### config.mk
export PLATFORM = sky130hd
export DESIGN_NAME = int_ctrl_flat
export DESIGN_NICKNAME = d
export VERILOG_FILES = /design/src/rtl/int_ctrl_if.sv /design/src/rtl/int_ctrl.sv /design/src/flat_wrapper.sv
export SDC_FILE = /design/constraint.sdc
export NUM_CORES = 1
export LEC_CHECK = 0
export CORE_UTILIZATION = 27
export CTS_CLUSTER_SIZE = 10
export DETAILED_ROUTE_END_ITERATION = 12
export GPL_TIMING_DRIVEN = 0
export PLACE_DENSITY = 0.87
export SKIP_LAST_GASP = 1
export SLEW_MARGIN = 15
export SYNTH_ARGS = -nofsm -noshare
export SYNTH_HDL_FRONTEND = slang
export SYNTH_SLANG_ARGS = --single-unit
### constraint.sdc
create_clock -name clk -period 1.7 [get_ports clk]
set_input_delay 0.17 -clock clk [delete_from_list [all_inputs] [get_ports clk]]
set_output_delay 0.17 -clock clk [all_outputs]
set_load 0.01 [all_outputs]
### src/rtl/int_ctrl_if.sv
// ----------------------------------------------------------------------------
// int_ctrl_if
// Word-addressed register bus between the Bridge and the interrupt controller.
//   Addr [31:2] : word address (controller decodes Addr[4:2] only)
//   WE          : one-cycle write strobe, asserted only when the block is selected
//   Din  [31:0] : write data (controller uses bits [5:0])
//   Dout [31:0] : combinational read data
// Modports: master = Bridge side, slave = controller side.
// ----------------------------------------------------------------------------
interface int_ctrl_if;
    logic [31:2] Addr;
    logic        WE;
    logic [31:0] Din;
    logic [31:0] Dout;

    modport master (output Addr, output WE, output Din, input Dout);
    modport slave  (input Addr, input WE, input Din, output Dout);
endinterface

### src/rtl/int_ctrl.sv
// ----------------------------------------------------------------------------
// int_ctrl
// Memory-mapped interrupt controller feeding the CPU's HWInt[5:0] input.
// Six request lines are latched as edge- or level-sensitive PENDING bits,
// masked by software, and presented with a priority-encoded source index.
//
// Ports:
//   clk      : system clock (single domain)
//   reset    : synchronous, active-high reset
//   bus      : int_ctrl_if.slave register bus (Addr/WE/Din/Dout)
//   irq_src  : request lines (0 Timer0, 1 Timer1, 2 external, 3..5 spare)
//   HWInt    : PENDING & MASK
//   irq_any  : OR of HWInt
//   irq_id   : index of lowest set HWInt bit, 7 when none
//
// Register map (word offset Addr[4:2]):
//   0 PENDING (R, W1C on edge bits)  1 MASK (RW)  2 MODE (RW, 1 = edge)
//   3 RAW (RO)  4 FORCE (WO, reads 0)  5..7 read 0
//
// Configuration macro INT_CTRL_EDGE_EN:
//   defined   - edge detection, src_q, W1C clearing and FORCE are built.
//   undefined - every source is level-sensitive; MODE reads 0, MODE/PENDING/
//               FORCE writes are ignored; RESET_MODE is unused.
// ----------------------------------------------------------------------------
module int_ctrl #(
    parameter logic [5:0] RESET_MASK = 6'b000111,
    parameter logic [5:0] RESET_MODE = 6'b000011
) (
    input  logic             clk,
    input  logic             reset,
    int_ctrl_if.slave        bus,
    input  logic [5:0]       irq_src,
    output logic [5:0]       HWInt,
    output logic             irq_any,
    output logic [2:0]       irq_id
);

    logic [2:0] offset;
    logic       wr_mask;
    logic [5:0] pend_q, pend_d;
    logic [5:0] mask_q;
    logic [5:0] mode_rd;

    assign offset  = bus.Addr[4:2];
    assign wr_mask = bus.WE && (offset == 3'd1);

`ifdef INT_CTRL_EDGE_EN
    logic       wr_pend, wr_mode, wr_force;
    logic [5:0] mode_q, src_q;
    logic [5:0] edge_set, edge_clr;

    assign wr_pend  = bus.WE && (offset == 3'd0);
    assign wr_mode  = bus.WE && (offset == 3'd2);
    assign wr_force = bus.WE && (offset == 3'd4);

    // Set terms are OR-ed in after the clear so a simultaneous set wins.
    assign edge_set = (irq_src & ~src_q) | ({6{wr_force}} & bus.Din[5:0]);
    assign edge_clr = {6{wr_pend}} & bus.Din[5:0];
    assign pend_d   = (mode_q & ((pend_q & ~edge_clr) | edge_set))
                    | (~mode_q & irq_src);
    assign mode_rd  = mode_q;

    // NOTE: sequential state uses non-blocking assignments so every register
    // samples the pre-edge value of every other register.
    always_ff @(posedge clk) begin
        if (reset) begin
            mode_q <= RESET_MODE;
            src_q  <= '0;
        end else begin
            src_q <= irq_src;
            if (wr_mode) begin
                mode_q <= bus.Din[5:0];
            end
        end
    end

    logic unused_bits;
    assign unused_bits = &{1'b0, bus.Addr[31:5], bus.Din[31:6]};
`else
    // Every source is level-sensitive: PENDING simply tracks the inputs.
    assign pend_d  = irq_src;
    assign mode_rd = '0;

    logic unused_bits;
    assign unused_bits = &{1'b0, bus.Addr[31:5], bus.Din[31:6], RESET_MODE};
`endif

    always_ff @(posedge clk) begin
        if (reset) begin
            pend_q <= '0;
            mask_q <= RESET_MASK;
        end else begin
            pend_q <= pend_d;
            if (wr_mask) begin
                mask_q <= bus.Din[5:0];
            end
        end
    end

    assign HWInt   = pend_q & mask_q;
    assign irq_any = |HWInt;

    // Scan from the top so the lowest set bit (highest priority) wins.
    // NOTE: combinational outputs get a default first so no path infers a latch.
    always_comb begin
        irq_id = 3'd7;
        for (int i = 5; i >= 0; i--) begin
            if (HWInt[i]) begin
                irq_id = 3'(i);
            end
        end
    end

    always_comb begin
        bus.Dout = '0;
        case (offset)
            3'd0:    bus.Dout[5:0] = pend_q;
            3'd1:    bus.Dout[5:0] = mask_q;
            3'd2:    bus.Dout[5:0] = mode_rd;
            3'd3:    bus.Dout[5:0] = irq_src;
            default: bus.Dout      = '0;
        endcase
    end

endmodule

### src/flat_wrapper.sv
// flat-port wrapper written by rule: the top's interface ports become plain ports
module int_ctrl_flat 
#(
    parameter logic [5:0] RESET_MASK = 6'b000111,
    parameter logic [5:0] RESET_MODE = 6'b000011
)
  (clk, reset, irq_src, HWInt, irq_any, irq_id, bus_Addr, bus_WE, bus_Din, bus_Dout);
  int_ctrl_if bus_i ();
  input  logic clk;
  input  logic reset;
  input  logic [5:0] irq_src;
  output logic [5:0] HWInt;
  output logic irq_any;
  output logic [2:0] irq_id;
  input wire logic [$bits(bus_i.Addr)-1:0] bus_Addr;
  input wire logic [$bits(bus_i.WE)-1:0] bus_WE;
  input wire logic [$bits(bus_i.Din)-1:0] bus_Din;
  output wire logic [$bits(bus_i.Dout)-1:0] bus_Dout;
  assign bus_i.Addr = bus_Addr;
  assign bus_i.WE = bus_WE;
  assign bus_i.Din = bus_Din;
  assign bus_Dout = bus_i.Dout;
  int_ctrl #(.RESET_MASK(RESET_MASK), .RESET_MODE(RESET_MODE)) u_core (.clk(clk), .reset(reset), .bus(bus_i), .irq_src(irq_src), .HWInt(HWInt), .irq_any(irq_any), .irq_id(irq_id));
endmodule
* Word-level counts from Yosys, hierarchy flattened
Cells that the tools add are included. W data, S select, Z words.
Word-level totals: input port bits 71, word-level logic and storage cells 15, output and inout bits 42, register bits 12
Operators by class: mux-type cells 7, equality and inequality tests 2, bitwise gates (word level) 1, reduce and logical (&&, ||, !) cells 3
Operators with widths (count):
- $pmux W6 S3 | 1
- $mux W3 | 4
- $and A6 B6 Y6 | 1
- $reduce_or A6 Y1 | 1
- $mux W2 | 2
- $eq A3 B1 Y1 const B | 1
- $eq A3 B2 Y1 const B | 1
- $logic_not A3 Y1 | 1
- $logic_and A1 B1 Y1 | 1

* Logic depth before layout (Yosys ltp)
depth after elaboration 7, mapped depth 5

* Worst setup path before layout
No wires, ideal clock.
path type register to output, from reg u_core.pend_q[3], to out irq_any, data required time 1530 ps, path slack 437 ps, arrival 1093 ps, cell stages (with the launch flop) 4, path buffers 0, path through dfxtp_1 -> and2_1 -> a2111oi_4 -> nand3_1
On the way: word-level cells in the longest chain between the ends 2
RTL lines:
- from (decl) | RTL line int_ctrl.sv:40 | logic [5:0] pend_q, pend_d;
- from (signal assigned) | RTL line int_ctrl.sv:93 | pend_q <= pend_d;
- $and A6 B6 Y6 | RTL line int_ctrl.sv:100 | assign HWInt = pend_q & mask_q;
- named net HWInt[3] | RTL line flat_wrapper.sv:12 | output logic [5:0] HWInt;
- $reduce_or A6 Y1 | RTL line int_ctrl.sv:101 | assign irq_any = |HWInt;
- to (decl) | RTL line flat_wrapper.sv:13 | output logic irq_any;
The timed path passes the listed nets, and every way through them passes these cells.

* Worst setup path in the final report
from reg u_core.mask_q[3], to out irq_id[2]
On the way: word-level cells in the longest chain between the ends 5
RTL lines:
- from (decl) | RTL line int_ctrl.sv:41 | logic [5:0] mask_q;
- from (signal assigned) | RTL line int_ctrl.sv:95 | mask_q <= bus.Din[5:0];
- $and A6 B6 Y6 | RTL line int_ctrl.sv:100
- $mux W3 (4 in series) | RTL line int_ctrl.sv:108 | if (HWInt[i]) begin
- to (decl) | RTL line flat_wrapper.sv:14 | output logic [2:0] irq_id;
No other way between the ends.

==> out/results.ini <==
[final_layout]
final_area_um2 = 1360
multi_input_area_um2 = 474
num_antenna_cells = 0
regArea_um2 = 243
final_core_util_pct = 44.5
drive_above_1_share_pct = 24.8
layout_common_cells = 26 x buf_4, 26 x conb_1, 21 x clkdlybuf4s50_1, 11 x nor2b_1, 11 x a211oi_1
areaGrowthSynthToFinish_pct = 56.8
finalNonFillerCells = 209
final_nets = 238
nFillCells = 330

[global_route]
antenna_found_initial = 0
gr-total-overflow = 0
grt_max_degree = 11
grt_pass1_wl_mm = 2.99
grtUsageTotal_pct = 11.8
grt_pass1_vias = 684

[critical_path]
critPathKind = flip-flop to output port
timing.rr.start = u_core.mask_q[1]
path_max_fanout = 4
start_kind = flip-flop
setup.worst_path.start = u_core.mask_q[3]
end_kind = output port
arrival_ns = 1.43
r2r_slack_ns = 1.00
r2r-end = u_core.mask_q[1]
cp.required_ns = 1.53
reg2reg_depth = 2

[synth]
seq_area_frac_synth_pct = 27.7
syn_avg_cell_area_um2 = 8.25
yosysWarnings = 0
synth.cell_area_um2 = 866
netlist_instances = 105
synth_cell_types = 19
ys_ff_latch = 12

[clock_network]
cts.sinks = 12
hold_buffers = 0
cts_tree = yes
root_buffer = clkbuf_4
htree_levels = 1
post-cts-setup-buffer-count = 0
clockBufferDepth = 2
clk_transition_reported_paths_ns = 0.07
cts_buffers = 3
clkLatencyLatePin_ns = 0.27

[hold_path]
hold_path.class = primary input to flip-flop
hold_path_end = u_core.pend_q[2]
hp-start = irq_src[2]
min_path_cells = 2

[sta]
finalCritPeriodShare_pct = 94.1
clock_skew_ns = 0
setup_viol_count_final = 0
fin_tns_setup_ns = 0
fmax_ghz = 0.625
rsz0062_at_grt = no
hold_viol_final = 0
drv_slew = 0
period_minus_slack_ns = 1.60

[run]
drv_cap = 0

[placed_design]
portBuffers = 32
numPlacedInstances = 206
gp_congestion = 0.783
hpwl_mm = 1.53
postPlaceCellArea_um2 = 1340

[die]
initial_core_util_pct = 28.4
dieHeight_um = 58.6
num_rows = 20
core_area_um2 = 3050
num_io_pins = 113
die_w_um = 58.6
die-area_um2 = 3440

[power]
leakage_nw = 0.669
finalPower_mw = 0.706
power_density_nw_per_um2 = 520
peakVddDrop_uv = 135

[drt]
route.vias.total = 812
wl_per_cell_um = 9.12
drc = 0
dr.pass1.iters = 4
drt_iter0_markers = 25
totalWireLength_mm = 1.91
via_per_inst = 3.89
antenna_left = 0

[status]
outcome = complete, no violations

==> cells in the mapped netlist <==
cell type   n  area [um^2]
a2111oi_4   1         27.5
a211oi_1   11         82.6
a21oi_1     4         20.0
and2_1      3         18.8
and4bb_1    1         12.5
buf_2       2         10.0
buf_4      26          195
buf_6       3         33.8
conb_1      1         3.75
dfxtp_1    12          240
inv_1       3         11.3
mux2i_1     4         40.0
nand2_1     8         30.0
nand3_1     2         10.0
nor2_1      7         26.3
nor2b_1    11         68.8
nor3_1      4         20.0
o21a_1      1         7.51
o21bai_1    1         7.51
==> final cells by class <==
type,count,share of cell area [%]
multi-input combinational,84,34.9
inverter,3,0.829
sequential,12,17.9
tap,44,4.06
clock buffer,3,1.66
buffer,31,18.1
timing repair buffer,32,22.6
==> critical path, cell delays in order, from the launching register on <==
cell and delay, ns:
dfxtp_1 0.32, and2_2 0.21, a2111oi_4 0.31, dlygate4sd2_1 0.31
==> per-layer routing <==
| layer | up-vias | track usage, % | share of wire [%] |
|---|---|---|---|
| li1 | 421 | - | - |
| met1 | 341 | 14.4 | 43 |
| met2 | 47 | 18.4 | 42 |
| met3 | 3 | 4.84 | 13 |
| met4 | 0 | 5.10 | 1.5 |
| met5 | - | 0 | 0 |
==> flip-flops by register name, summed over array words and instances, names as in the netlist <==
register and flops:
u_core.mask_q 6, u_core.pend_q 6
==> power breakdown <==
group | total [mW] | switching, mW | leakage, nW | internal, mW
Sequential | 0.298 | 0.00638 | 0.0985 | 0.292
Clock | 0.171 | 0.0892 | 0.0138 | 0.0820
Combinational | 0.237 | 0.103 | 0.557 | 0.134
Total | 0.706 | 0.199 | 0.669 | 0.508
==> metrics by stage <==
step	hold slack (ns)	setup slack [ns]
6_report	0.480	0.100
5_1_grt	0.490	0.0337
4_1_cts	0.478	0.00519
3_5_place_dp	0.510	-0.331
3_3_place_gp	0.502	-0.335
2_1_floorplan	0.242	0.437
==> worst max-delay path by stage <==
stage | cells past startpoint | to | slack (ns)
3_5_place_dp | 5 | bus_Dout[4] | -0.33
4_1_cts | 4 | bus_Dout[1] | 0.005
3_3_place_gp | 5 | bus_Dout[0] | -0.33
5_1_grt | 4 | bus_Dout[5] | 0.03
2_1_floorplan | 3 | irq_any | 0.44
6_report | 3 | irq_id[2] | 0.10
==> cell families (layout without fill, tap and decap cells) <==
kind of cell / Yosys count / in the layout / share of synthesized area (%)
compound gates: 18 / 18 / 16.8
other cells: 1 / 26 / 0.433
flops: 12 / 12 / 27.7
simple gates: 36 / 36 / 21.5
buf+inv: 34 / 69 / 28.9
mux: 4 / 4 / 4.62
==> what timing repair did <==
item                                    4_1_cts  5_1_grt
pin swaps                                     1        1
endpoints found under the setup margin       10        2
gates resized for setup                      18        3
hold endpoints to repair                      0        0
No activity file was read; power rests on OpenSTA's default activity.
